**config.mk**
```make
export PLATFORM = sky130hd
export DESIGN_NAME = down_timer
export DESIGN_NICKNAME = d
export VERILOG_FILES = /design/src/rtl/down_timer_pkg.sv /design/src/rtl/tff_cell.sv /design/src/rtl/down_timer.sv
export SDC_FILE = /design/constraint.sdc
export NUM_CORES = 1
export LEC_CHECK = 0
export ABC_AREA = 1
export ABC_CLOCK_PERIOD_IN_PS = 3850
export CAP_MARGIN = 5
export CORE_MARGIN = 3
export CORE_UTILIZATION = 56
export CTS_BUF_LIST = sky130_fd_sc_hd__clkbuf_4
export CTS_CLUSTER_SIZE = 8
export DETAILED_ROUTE_END_ITERATION = 12
export MAX_ROUTING_LAYER = met4
export PLACE_DENSITY = 0.87
export SYNTH_ARGS = -nofsm -noshare
export SYNTH_HDL_FRONTEND = slang
export SYNTH_SLANG_ARGS = --single-unit
```
**constraint.sdc**
```tcl
create_clock -name i_sysclk -period 3.85 [get_ports i_sysclk]
set_input_delay 0.9625 -clock i_sysclk [delete_from_list [all_inputs] [get_ports i_sysclk]]
set_output_delay 0.9625 -clock i_sysclk [all_outputs]
set_load 0.01 [all_outputs]
```
**src/rtl/down_timer_pkg.sv**
```systemverilog
// down_timer_pkg: state encoding and width helper shared by the down_timer files
package down_timer_pkg;
    typedef enum logic [1:0] {
        ST_IDLE = 2'b00,
        ST_RUN  = 2'b01,
        ST_DONE = 2'b10
    } state_t;
    // Bits needed to hold 0..v-1, never less than one.
    function automatic int clog2(input int v);
        int r = 0;
        while ((1 << r) < v) r++;
        return (r < 1) ? 1 : r;
    endfunction
endpackage

```
**src/rtl/tff_cell.sv**
```systemverilog
// tff_cell: one counter bit as a T flip-flop with sync reset and parallel load
//   i_clk, i_rst : clock, sync active-high reset (clears o_q)
//   i_ld, i_d    : parallel load, takes priority over toggle
//   i_t          : toggle enable
//   o_q          : stored bit
module tff_cell (
    input  logic i_clk,
    input  logic i_rst,
    input  logic i_ld,
    input  logic i_d,
    input  logic i_t,
    output logic o_q
);
    logic r_q;
    always_ff @(posedge i_clk)
        if (i_rst) r_q <= 1'b0;
        else if (i_ld) r_q <= i_d;
        else if (i_t) r_q <= ~r_q;
    assign o_q = r_q;
endmodule

```
**src/rtl/down_timer.sv**
```systemverilog
// down_timer: loadable prescaled down-counting timer with terminal-count pulse and auto-reload
//   i_sysclk, i_reset          : clock, sync active-high reset
//   i_load, i_load_value       : capture start/reload value
//   i_start, i_stop            : begin/restart counting, abort and hold
//   i_auto_reload              : reload on terminal count instead of stopping
//   i_clear_flag               : clear sticky o_expired
//   o_count, o_busy            : current count, state is RUN
//   o_tc_pulse, o_expired      : 1-cycle terminal-count pulse, sticky expired flag
module down_timer
    import down_timer_pkg::*;
#(
    parameter int WIDTH    = 4,
    parameter int PRESCALE = 1
) (
    input  logic             i_sysclk,
    input  logic             i_reset,
    input  logic             i_load,
    input  logic [WIDTH-1:0] i_load_value,
    input  logic             i_start,
    input  logic             i_stop,
    input  logic             i_auto_reload,
    input  logic             i_clear_flag,
    output logic [WIDTH-1:0] o_count,
    output logic             o_busy,
    output logic             o_tc_pulse,
    output logic             o_expired
);
    localparam int PW = clog2(PRESCALE);
    localparam logic [PW-1:0] PS_MAX = PW'(PRESCALE - 1);
    state_t           r_state, w_next;
    logic [PW-1:0]    r_psc;
    logic [WIDTH-1:0] r_reload, r_count, w_d, w_t;
    logic             r_tc, r_exp, w_ld, w_rl_ld, w_tc, w_tick, w_dec, w_enter;
    assign w_tick  = r_psc == '0;
    assign w_dec   = (r_state == ST_RUN) && !i_stop && w_tick;
    assign w_enter = (w_next == ST_RUN) && (r_state != ST_RUN);
    always_comb begin
        w_next  = r_state;
        w_ld    = 1'b0;
        w_d     = i_load_value;
        w_rl_ld = 1'b0;
        w_tc    = 1'b0;
        case (r_state)
            ST_IDLE: begin
                w_ld    = i_load;
                w_rl_ld = i_load;
                if (i_start && ((i_load ? i_load_value : r_count) != '0)) w_next = ST_RUN;
            end
            ST_RUN: begin
                w_rl_ld = i_load;
                if (i_stop) w_next = ST_IDLE;
                else if (w_tick && r_count == WIDTH'(1)) begin
                    // Terminal count: the toggle chain is overridden by a parallel load.
                    w_tc = 1'b1;
                    w_ld = 1'b1;
                    if (i_auto_reload && r_reload != '0) w_d = r_reload;
                    else begin
                        w_d    = '0;
                        w_next = ST_DONE;
                    end
                end
            end
            ST_DONE: begin
                if (i_load) begin
                    w_ld    = 1'b1;
                    w_rl_ld = 1'b1;
                    w_next  = (i_start && i_load_value != '0) ? ST_RUN : ST_IDLE;
                end else if (i_start) begin
                    w_ld   = 1'b1;
                    w_d    = r_reload;
                    w_next = (r_reload != '0) ? ST_RUN : ST_DONE;
                end
            end
            default: w_next = ST_IDLE;
        endcase
    end
    always_ff @(posedge i_sysclk)
        if (i_reset) begin
            r_state  <= ST_IDLE;
            r_reload <= '0;
            r_psc    <= '0;
            r_tc     <= 1'b0;
            r_exp    <= 1'b0;
        end else begin
            r_state <= w_next;
            if (w_rl_ld) r_reload <= i_load_value;
            if (w_enter) r_psc <= PS_MAX;
            else if (r_state == ST_RUN) r_psc <= w_tick ? PS_MAX : r_psc - PW'(1);
            r_tc  <= w_tc;
            r_exp <= w_tc | (r_exp & ~i_clear_flag);
        end
    // Bit i toggles on a decrement when every lower bit is zero (borrow ripple).
    for (genvar i = 0; i < WIDTH; i++) begin : g_bit
        if (i == 0) begin : g_lsb
            assign w_t[i] = w_dec;
        end else begin : g_upper
            assign w_t[i] = w_dec & ~|r_count[i-1:0];
        end
        tff_cell u_tff (
            .i_clk(i_sysclk),
            .i_rst(i_reset),
            .i_ld (w_ld),
            .i_d  (w_d[i]),
            .i_t  (w_t[i]),
            .o_q  (r_count[i])
        );
    end
    assign o_count    = r_count;
    assign o_busy     = r_state == ST_RUN;
    assign o_tc_pulse = r_tc;
    assign o_expired  = r_exp;
endmodule
```
==> results of run 1 <==
## power groups by stage
stage / sequential, mW / clock [mW] / combinational [mW]
6_report: 0.147 / 0.0831 / 0.119
5_1_grt: 0.148 / 0.0898 / 0.133
4_1_cts: 0.147 / 0.0852 / 0.119
3_5_place_dp: 0.150 / 0 / 0.118
3_3_place_gp: 0.149 / 0 / 0.115
2_1_floorplan: 0.148 / 0 / 0.0831
## routing by layer
| metal | track usage [%] | wire length, um | vias up |
|---|---|---|---|
| li1 | - | - | 477 |
| met1 | 27.7 | 863 | 401 |
| met2 | 33.6 | 914 | 32 |
| met3 | 3.59 | 137 | 5 |
| met4 | 13.5 | 44 | 0 |
| met5 | - | 0 | - |
## stage by stage
step	worst slack, ns	hold WS (ns)	std cells	utilization (%)	power, mW
2_1_floorplan	2.15	0.481	146	-	0.231
3_3_place_gp	1.53	0.479	174	74.2	0.264
3_5_place_dp	1.47	0.496	174	74.2	0.268
4_1_cts	1.40	0.507	178	76.1	0.351
5_1_grt	1.31	0.535	178	76.1	0.372
6_report	1.41	0.499	178	76.1	0.349
## flip-flops by register name (all words and copies together) (netlist names)
name and cells:
r_state 2, o_tc_pulse 1, o_expired 1, r_reload 4, g_bit.u_tff.o_q 4
## placed cells by master, fill, tap and decap left out, drive strengths merged
| master | Yosys | routed |
|---|---|---|
| a21boi | 1 | 1 |
| clkinv | 2 | 3 |
| ha | 4 | 4 |
| clkbuf | 0 | 3 |
| nand2 | 45 | 45 |
| o211ai | 1 | 1 |
| xor2 | 1 | 1 |
| a21oi | 1 | 1 |
| o21ai | 5 | 5 |
| nor2 | 39 | 39 |
| nand3 | 10 | 10 |
| nand4 | 2 | 2 |
| or2 | 1 | 1 |
| dfxtp | 12 | 12 |
| clkdlybuf4s50 | 0 | 17 |
| inv | 18 | 18 |
## area by class of cell
type / instances / area (um2) / share of cell area [%]
Timing Repair Buffer: 17 / 170 / 16.4
Tap cell: 15 / 18.8 / 1.81
Clock inverter: 1 / 3.75 / 0.361
Multi-Input combinational cell: 110 / 508 / 48.9
Clock buffer: 3 / 22.5 / 2.17
Sequential cell: 12 / 240 / 23.1
Inverter: 20 / 76.3 / 7.34
## kinds of logic (layout without fill, tap and decap cells)
group                    after synthesis  count (layout)  synth area share [%]
AO/OA/AOI/OAI                          8               8                  5.27
flip-flops                            12              12                  28.1
adder cells (fa/ha/maj)                4               4                  5.86
buffers and inverters                 24              41                  12.4
XOR/XNOR                               1               1                  1.03
AND/OR/NAND/NOR                       97              97                  47.3
## path summary, 6_finish.rpt
path                                            start                               to  slack (ns)  depth (start not counted)
worst max-delay path            r_state[1]$_SDFF_PP0_                           o_busy        1.41                          3
worst min-delay path             o_expired$_SDFF_PP0_             o_expired$_SDFF_PP0_        0.50                          2
worst max register to register  r_state[1]$_SDFF_PP0_  g_bit[2].u_tff.o_q$_SDFFE_PP0P_        2.25                         11
worst min register to register   o_expired$_SDFF_PP0_             o_expired$_SDFF_PP0_        0.50                          2
## worst min-delay path: cells and delay by family (launching register included)
| kind | cells | cell delay [ns] |
|---|---|---|
| flip-flops | 1 | 0.32 |
| AND/OR/NAND/NOR | 1 | 0.07 |
| AO/OA/AOI/OAI | 1 | 0.06 |
==> impl_summary.log, run 1 <==
INFO  metric setup_tns = 0 ns
INFO  metric outcome = finished clean
INFO  metric post-synth-top-count-cell = sky130_fd_sc_hd__nand2_1
INFO  metric ctsResizeCount = 0
INFO  metric worst_path_largest_cell_delay = 0.48 ns
INFO  metric cp_data_required_time = 2.89 ns
INFO  metric grt_antenna_before_repair = 0
INFO  metric final_nets = 179
INFO  metric gp_routability_congestion = 0.902
INFO  metric grt_pass1_vias = 783
INFO  metric grt_setup_unrepaired = no
INFO  metric fill_cells = 123
INFO  metric h-tree-depth = 1
INFO  metric clock_transition_at_the_register_clock_pins_on_the_worst_setup_and_hold_paths_after_cts = 0.07 ns
INFO  metric synthTopCellsByCount = sky130_fd_sc_hd__nand2_1 (44), sky130_fd_sc_hd__nor2_1 (36), sky130_fd_sc_hd__inv_1 (15)
INFO  metric grt.overflow.total = 0
INFO  metric area.growth.synth_to_final = 21.7%
INFO  metric final_antenna_net_count = 0
INFO  metric timing.final.crit_period = 2.44 ns
INFO  metric ys_seq_elements = 12
INFO  metric critical-path-top-delay-family = buffers and inverters
INFO  metric synth_sequential_area_ratio = 28.1%
INFO  metric rows = 13
INFO  metric cts_max_path_buffers = 2
INFO  metric detail_route.iter0.violations = 41
INFO  metric number_of_flops_mapped_to_enable_cells_by_yosys = 0
INFO  metric cellPowerDensity = 336 nW/um2
INFO  metric power_share_of_the_clock_group = 23.8%
INFO  metric cellLeakagePower = 0.497 nW
INFO  metric cts_post_setup_buffers_inserted = 0
INFO  metric post_drt_wl_per_cell = 11.0 um
INFO  metric crit_path_max_fanout = 5
INFO  metric share_comb_of_total_power = 34.1%
INFO  metric io_buffers = 17
INFO  metric diodes = 0
INFO  metric route.vias.total = 915
INFO  metric final-hold-violation-count = 0
INFO  metric full_die_area = 2030 um2
INFO  metric postSynthNetCount = 161
INFO  metric synthFlopType = sky130_fd_sc_hd__dfxtp_1
INFO  metric sw_frac_of_total = 35.5%
INFO  metric report.final.slew_viol_count = 0
INFO  metric syn_avg_cell_area = 5.85 um2
INFO  metric groute.usage.overall = 22.3%
INFO  metric die_width = 45.1 um
INFO  metric synth.largest_area_cell = sky130_fd_sc_hd__dfxtp_1
INFO  metric floorplan.core_area = 1370 um2
INFO  metric synth_async_sr_flop_share = 0%
INFO  metric die_height = 45.1 um
INFO  metric p_seq_share = 42.1%
INFO  metric boundaryPins = 18
INFO  metric initial_core_util = 62.5%
INFO  metric postSynthCellCount = 146
INFO  metric grt_start_max_net_pins = 9
INFO  metric cts_tree = built
INFO  metric final.period_utilization = 63.5%
INFO  metric routed_via_count_divided_by_cell_count = 5.14
INFO  metric worst_setup_path_end_kind = output pin
INFO  metric first_pass_grt_wire_length = 3240 um
INFO  metric drc = 0
INFO  metric clock-skew-final = 0.00516 ns
INFO  metric total_switching_power = 124 uW
INFO  metric first_pass_iters = 5
INFO  metric peakVddDrop = 0.230 mV
INFO  metric post_synth_main_area_contributors = sky130_fd_sc_hd__dfxtp_1 (28%), sky130_fd_sc_hd__nand2_1 (19%), sky130_fd_sc_hd__nor2_1 (16%), sky130_fd_sc_hd__inv_1 (6.6%), sky130_fd_sc_hd__ha_1 (5.9%)
INFO  metric p_int = 225 uW
INFO  metric crit_path_top_delay_cell = sky130_fd_sc_hd__clkdlybuf4s50_1
INFO  metric drive_gt1_share = 7.36%
INFO  metric cts_sinks = 12
INFO  metric holdBufCountCts = 0
INFO  metric critical_path_buf_inv_count = 2
INFO  metric syn-cell-area = 855 um2
INFO  metric cts_root_buf = sky130_fd_sc_hd__clkbuf_4
INFO  metric critPathLaunchType = register
INFO  metric critPathArrivalTime = 1.48 ns
INFO  metric slew-limit-headroom = 81.7%
INFO  metric maxClockFrequency = 409 MHz
INFO  metric setup_viol_count_final = 0
INFO  metric cp_cell_sequence = inv_1, ha_1, clkdlybuf4s50_1
INFO  metric placedInstanceArea = 1010 um2
INFO  metric total_cts_buffers = 3
INFO  metric synth.distinct_cells = 21
INFO  metric post-dp-hpwl = 1560 um
INFO  metric maxCapViolations = 0
INFO  metric layout.cell_area.non_filler = 1040 um2
INFO  metric timing_worst_slew_pin_value = 0.274 ns
INFO  metric hold_path.class = register to register
INFO  metric yosysWarningCount = 0
INFO  metric wirelength = 1960 um
INFO  metric clock_insertion_delay_worst_skew = 0.28 ns
INFO  metric timing_worst_setup_path_type = register to output pin
INFO  metric synth_top_area_share = 28.1%
Note: power is estimated with default switching activity, not from simulation.
==> inputs of run 2 (changes only) <==
Settings changed: ABC_CLOCK_PERIOD_IN_PS 3850 to 2200, CORE_UTILIZATION 56 to 47, PLACE_DENSITY 0.87 to 0.77.
Clock period 3.85 ns to 2.2 ns, I/O delays scaled along.
==> run 2 against run 1 <==
Net effect: clock skew is 0.0041 ns lower; cell area grew 1.1%; count of clock-buffer cells in the layout is the same; wire length decreased by 7.5%; core utilization fell by 11 points; setup slack worse by 1.3 ns; highest routed layer unchanged; sequential share of layout area decreased by 0.25 points; global-route usage fell by 5.7 points; non-clock buffer count unchanged.
==> impl_summary.log, run 2 (synthesis gave the netlist of run 1 again) <==
INFO  metric critical_path.startpoint = r_state[1]$_SDFF_PP0_
INFO  metric floorplan.core_area = 1610 um2
INFO  metric h-tree-depth = 1
INFO  metric post_drt_wl_per_cell = 9.69 um
INFO  metric clock_insertion_delay_worst_skew = 0.28 ns
INFO  metric final-hold-violation-count = 0
INFO  metric critPathLaunchType = register
INFO  metric cellLeakagePower = 0.497 nW
INFO  metric die_width = 48.6 um
INFO  metric regToRegSetupSlack = 0.63 ns
INFO  metric full_die_area = 2370 um2
INFO  metric first_pass_grt_wire_length = 3070 um
INFO  metric final_nets = 179
INFO  metric grt_start_max_net_pins = 9
INFO  metric diodes = 0
INFO  metric grt_antenna_before_repair = 0
INFO  metric setup_tns = 0 ns
INFO  metric mostFrequentLayoutCells = sky130_fd_sc_hd__nand2_1 (44), sky130_fd_sc_hd__nor2_1 (36), sky130_fd_sc_hd__clkdlybuf4s50_1 (17), sky130_fd_sc_hd__inv_1 (15), sky130_fd_sc_hd__dfxtp_1 (12)
INFO  metric critical-path-top-delay-family = buffers and inverters
INFO  metric layout.cells.most_common = sky130_fd_sc_hd__nand2_1
INFO  metric hold_path_end = o_expired$_SDFF_PP0_
INFO  metric peakVddDrop = 0.395 mV
INFO  metric worstHoldPathCells = 2
INFO  metric crit_path_max_fanout = 5
INFO  metric worst-r2r-cell-count = 11
INFO  metric clock_transition_at_the_register_clock_pins_on_the_worst_setup_and_hold_paths_after_cts = 0.08 ns
INFO  metric critical_path_buf_inv_count = 2
INFO  metric worstReg2RegStart = r_state[1]$_SDFF_PP0_
INFO  metric drc = 0
INFO  metric crit_path_top_delay_cell = sky130_fd_sc_hd__clkdlybuf4s50_1
INFO  metric gp_routability_congestion = 0.922
INFO  metric worstReg2RegEnd = g_bit[2].u_tff.o_q$_SDFFE_PP0P_
INFO  metric timing_worst_slew_pin_value = 0.255 ns
INFO  metric cellPowerDensity = 579 nW/um2
INFO  metric cts_post_setup_buffers_inserted = 0
INFO  metric groute.usage.overall = 16.6%
INFO  metric cts_root_buf = sky130_fd_sc_hd__clkbuf_4
INFO  metric outcome = finished clean
INFO  metric min-delay-start = o_expired$_SDFF_PP0_
INFO  metric slew-limit-headroom = 82.9%
INFO  metric cts_tree = built
INFO  metric final.period_utilization = 93.4%
INFO  metric post-place-ws = 0.276 ns
INFO  metric timing_worst_setup_path_type = register to output pin
INFO  metric io_buffers = 17
INFO  metric critPathArrivalTime = 1.50 ns
INFO  metric boundaryPins = 18
INFO  metric final.setup.worst_slack = 0.146 ns
INFO  metric grt_setup_unrepaired = no
INFO  metric post-dp-hpwl = 1470 um
INFO  metric grt.overflow.total = 0
INFO  metric timing.final.crit_period = 2.05 ns
INFO  metric dpl.cell_count = 183
INFO  metric worst_path_largest_cell_delay = 0.48 ns
INFO  metric cts_max_path_buffers = 2
INFO  metric total_cts_buffers = 3
INFO  metric hold_path.class = register to register
INFO  metric grt_pass1_vias = 768
INFO  metric area.growth.synth_to_final = 23.0%
INFO  metric maxClockFrequency = 487 MHz
INFO  metric setup_viol_count_final = 0
INFO  metric post-route-util = 65.2%
INFO  metric report.final.slew_viol_count = 0
INFO  metric final_antenna_net_count = 0
INFO  metric detail_route.iter0.violations = 7
INFO  metric ctsResizeCount = 0
INFO  metric routed_via_count_divided_by_cell_count = 4.67
INFO  metric rows = 14
INFO  metric worst_setup_path_end_kind = output pin
INFO  metric finalNonFillerCells = 187
INFO  metric clock-skew-final = 0.00107 ns
INFO  metric first_pass_iters = 4
INFO  metric holdBufCountCts = 0
INFO  metric total_power = 609 uW
INFO  metric cp_cell_sequence = inv_1, ha_1, clkdlybuf4s50_1
INFO  metric die_height = 48.6 um
INFO  metric maxCapViolations = 0
INFO  metric wirelength = 1810 um
INFO  metric cp_data_required_time = 1.65 ns
INFO  metric drive_gt1_share = 7.36%
INFO  metric route.vias.total = 874
INFO  metric cts_sinks = 12
INFO  metric initial_core_util = 53.0%
[run 2: cell counts in the layout (fill, tap and decap cells not counted)]
No cell type changed its count.
[run 2: worst max path at each step]
stage                                           end  slack (ns)  cells after the start
floorplan           g_bit[0].u_tff.o_q$_SDFFE_PP0P_        0.75                     11
global placement    g_bit[1].u_tff.o_q$_SDFFE_PP0P_        0.30                     10
detailed placement  g_bit[0].u_tff.o_q$_SDFFE_PP0P_        0.28                     10
CTS                                          o_busy        0.14                      3
global route                                 o_busy        0.08                      3
finish                                       o_busy        0.15                      3
[run 2: area by class of cell]
cell class,count,area (um2)
multi-input cells,110,508
flip-flops and latches,12,240
repair buffers,17,170
clock inverters,1,3.75
fillers,178,561
well taps,24,30.0
inverters,20,76.3
clock buffers,3,22.5
[run 2: where the power goes]
group          internal (mW)  total, mW  leakage, nW  switching (mW)
Sequential             0.237      0.257       0.0989          0.0206
Clock                 0.0660      0.148       0.0154          0.0820
Combinational         0.0913      0.204        0.383           0.112
[run 2: stage by stage]
step                      cell area (um2)  hold slack (ns)
final                                1050            0.476
after global routing                 1050            0.515
after CTS                            1050            0.484
after detailed placement             1020            0.475
after global placement               1020            0.473
after floorplan                       855            0.481
[run 2: routing by layer]
metal	track usage (%)	wire length (um)
met1	21.7	879
met3	3.07	74
met5	-	0
met4	8.53	39
met2	24.2	818
[run 2: worst min-delay path: stages, from the launching register on]
cell	delay (ns)
sky130_fd_sc_hd__dfxtp_1	0.31
sky130_fd_sc_hd__nand2_1	0.06
sky130_fd_sc_hd__a21oi_1	0.06
==> inputs of run 3 (changes only) <==
Settings changed: ABC_CLOCK_PERIOD_IN_PS 2200 to 2100, CORE_UTILIZATION 47 to 52, PLACE_DENSITY 0.77 to 0.81.
Clock period 2.2 ns to 2.1 ns, I/O delays scaled along.
==> run 3 against run 2 <==
Net effect: total power is 4.8% higher; core utilization is 3.3 points higher; critical path depth is 2 lower; sequential cell count stayed put; non-clock buffer count stayed put; critical endpoint is now o_count[1]; largest cell class unchanged.
==> impl_summary.log, run 3 (synthesis gave the netlist of run 1 again) <==
INFO  metric regToRegSetupSlack = 0.51 ns
INFO  metric total_cts_buffers = 3
INFO  metric total_switching_power = 226 uW
INFO  metric first_pass_iters = 4
INFO  metric worstHoldPathCells = 2
INFO  metric cp_data_required_time = 1.57 ns
INFO  metric layout.cells.most_common = sky130_fd_sc_hd__nand2_1
INFO  metric die_height = 46.5 um
INFO  metric holdBufCountCts = 0
INFO  metric timing_worst_slew_pin_value = 0.245 ns
INFO  metric grt_setup_unrepaired = no
INFO  metric cts_sinks = 12
INFO  metric peakVddDrop = 0.430 mV
INFO  metric die_width = 46.5 um
INFO  metric grt_pass1_vias = 782
INFO  metric share_comb_of_total_power = 33.3%
INFO  metric cts_max_path_buffers = 2
INFO  metric hold_path.class = register to register
INFO  metric critPathArrivalTime = 1.27 ns
INFO  metric area.growth.synth_to_final = 22.1%
INFO  metric placedInstanceArea = 1010 um2
INFO  metric outcome = finished clean
INFO  metric critical_path_buf_inv_count = 1
INFO  metric report.final.slew_viol_count = 0
INFO  metric diodes = 0
INFO  metric final-hold-violation-count = 0
INFO  metric route.vias.total = 868
INFO  metric final_antenna_net_count = 0
INFO  metric boundaryPins = 18
INFO  metric detail_route.iter0.violations = 15
INFO  metric grt_start_max_net_pins = 9
INFO  metric cts_post_setup_buffers_inserted = 0
INFO  metric setup_tns = 0 ns
INFO  metric worstReg2RegEnd = g_bit[2].u_tff.o_q$_SDFFE_PP0P_
INFO  metric grt.overflow.total = 0
INFO  metric cts_root_buf = sky130_fd_sc_hd__clkbuf_4
INFO  metric sequential_cell_area = 240 um2
INFO  metric final_nets = 179
INFO  metric critPathLaunchType = register
INFO  metric layout.cell_area.non_filler = 1040 um2
INFO  metric sw_frac_of_total = 35.5%
INFO  metric clock-skew-final = 0.00120 ns
INFO  metric final.period_utilization = 85.3%
INFO  metric gp_routability_congestion = 0.865
INFO  metric p_seq_share = 42.3%
INFO  metric grt_antenna_before_repair = 0
INFO  metric worst_path_largest_cell_delay = 0.57 ns
INFO  metric cts_tree = built
INFO  metric worstReg2RegStart = r_state[1]$_SDFF_PP0_
INFO  metric slew-limit-headroom = 83.6%
INFO  metric post_drt_wl_per_cell = 10.2 um
INFO  metric full_die_area = 2170 um2
INFO  metric min-delay-start = o_expired$_SDFF_PP0_
INFO  metric timing.final.crit_period = 1.79 ns
INFO  metric timing.hold.ws = 0.468 ns
INFO  metric hold_path_end = o_expired$_SDFF_PP0_
INFO  metric power_share_of_the_clock_group = 24.4%
INFO  metric maxClockFrequency = 558 MHz
INFO  metric rows = 14
INFO  metric cellLeakagePower = 0.512 nW
INFO  metric post-dp-hpwl = 1450 um
INFO  metric setup_viol_count_final = 0
INFO  metric cellPowerDensity = 612 nW/um2
INFO  metric initial_core_util = 56.1%
INFO  metric critical-path-top-delay-family = buffers and inverters
INFO  metric h-tree-depth = 1
INFO  metric worst-r2r-cell-count = 11
INFO  metric mostFrequentLayoutCells = sky130_fd_sc_hd__nand2_1 (44), sky130_fd_sc_hd__nor2_1 (36), sky130_fd_sc_hd__clkdlybuf4s50_1 (16), sky130_fd_sc_hd__inv_1 (15), sky130_fd_sc_hd__dfxtp_1 (12)
INFO  metric p_int = 412 uW
INFO  metric crit_path_max_fanout = 5
INFO  metric floorplan.core_area = 1520 um2
INFO  metric multi_input_gate_area_in_the_final_layout = 508 um2
INFO  metric io_buffers = 17
INFO  metric clock_transition_at_the_register_clock_pins_on_the_worst_setup_and_hold_paths_after_cts = 0.08 ns
INFO  metric routed_via_count_divided_by_cell_count = 4.85
INFO  metric first_pass_grt_wire_length = 3110 um
INFO  metric worst_setup_path_end_kind = output pin
INFO  metric cp_cell_sequence = clkdlybuf4s50_1
INFO  metric ctsResizeCount = 0
INFO  metric drive_gt1_share = 7.36%
INFO  metric timing_worst_setup_path_type = register to output pin
INFO  metric maxCapViolations = 0
INFO  metric drc = 0
INFO  metric clock_insertion_delay_worst_skew = 0.28 ns
INFO  metric fill_cells = 147
INFO  metric crit_path_top_delay_cell = sky130_fd_sc_hd__clkdlybuf4s50_1
INFO  metric wirelength = 1820 um
INFO  metric groute.usage.overall = 20.7%
run 3: cell types whose count changed in the layout (fill, tap and decap cells not counted):
| cell | delta |
|---|---|
| sky130_fd_sc_hd__clkdlybuf4s50_1 | -1 |
| sky130_fd_sc_hd__dlymetal6s2s_1 | +1 |
run 3: through the flow:
| step | cells | setup slack [ns] | utilization, % | power, mW |
|---|---|---|---|---|
| after floorplan | 146 | 0.650 | - | 0.423 |
| after global placement | 175 | 0.217 | 66.6 | 0.485 |
| after detailed placement | 175 | 0.206 | 66.6 | 0.489 |
| after CTS | 179 | 0.0470 | 68.3 | 0.645 |
| after global routing | 179 | 0.249 | 68.5 | 0.686 |
| final | 179 | 0.309 | 68.5 | 0.638 |
run 3: area by class of cell:
cell class	instances	area share [%]
multi-input combinational	110	48.7
sequential	12	23.0
timing repair buffer	17	16.5
inverter	20	7.31
clock buffer	3	2.16
tap	16	1.92
clock inverter	1	0.360
run 3: power groups by stage:
stage	combinational [mW]	sequential (mW)	clock [mW]
finish	0.213	0.270	0.156
global route	0.243	0.274	0.170
CTS	0.215	0.270	0.160
detailed placement	0.214	0.275	0
global placement	0.211	0.274	0
floorplan	0.152	0.270	0
run 3: worst max path at each step:
stage / depth (start not counted) / end / start
2_1_floorplan: 11 / g_bit[0].u_tff.o_q$_SDFFE_PP0P_ / r_state[1]$_SDFF_PP0_
3_3_place_gp: 10 / g_bit[2].u_tff.o_q$_SDFFE_PP0P_ / i_start
3_5_place_dp: 10 / g_bit[2].u_tff.o_q$_SDFFE_PP0P_ / i_start
4_1_cts: 3 / o_busy / r_state[1]$_SDFF_PP0_
5_1_grt: 1 / o_count[1] / g_bit[1].u_tff.o_q$_SDFFE_PP0P_
6_report: 1 / o_count[1] / g_bit[1].u_tff.o_q$_SDFFE_PP0P_
run 3: worst reg2reg max path, delay by kind of cell (launching register included):
kind	cells	cell delay, ns
buf+inv	3	0.27
fa+ha+maj	1	0.20
simple gates	7	0.66
flops	1	0.36
run 3: routing by layer:
metal	wire, um	track usage [%]	up-vias
met5	0	-	-
met4	51	10.2	0
met3	92	3.52	5
met2	764	32.1	22
met1	909	25.5	367
li1	-	-	474
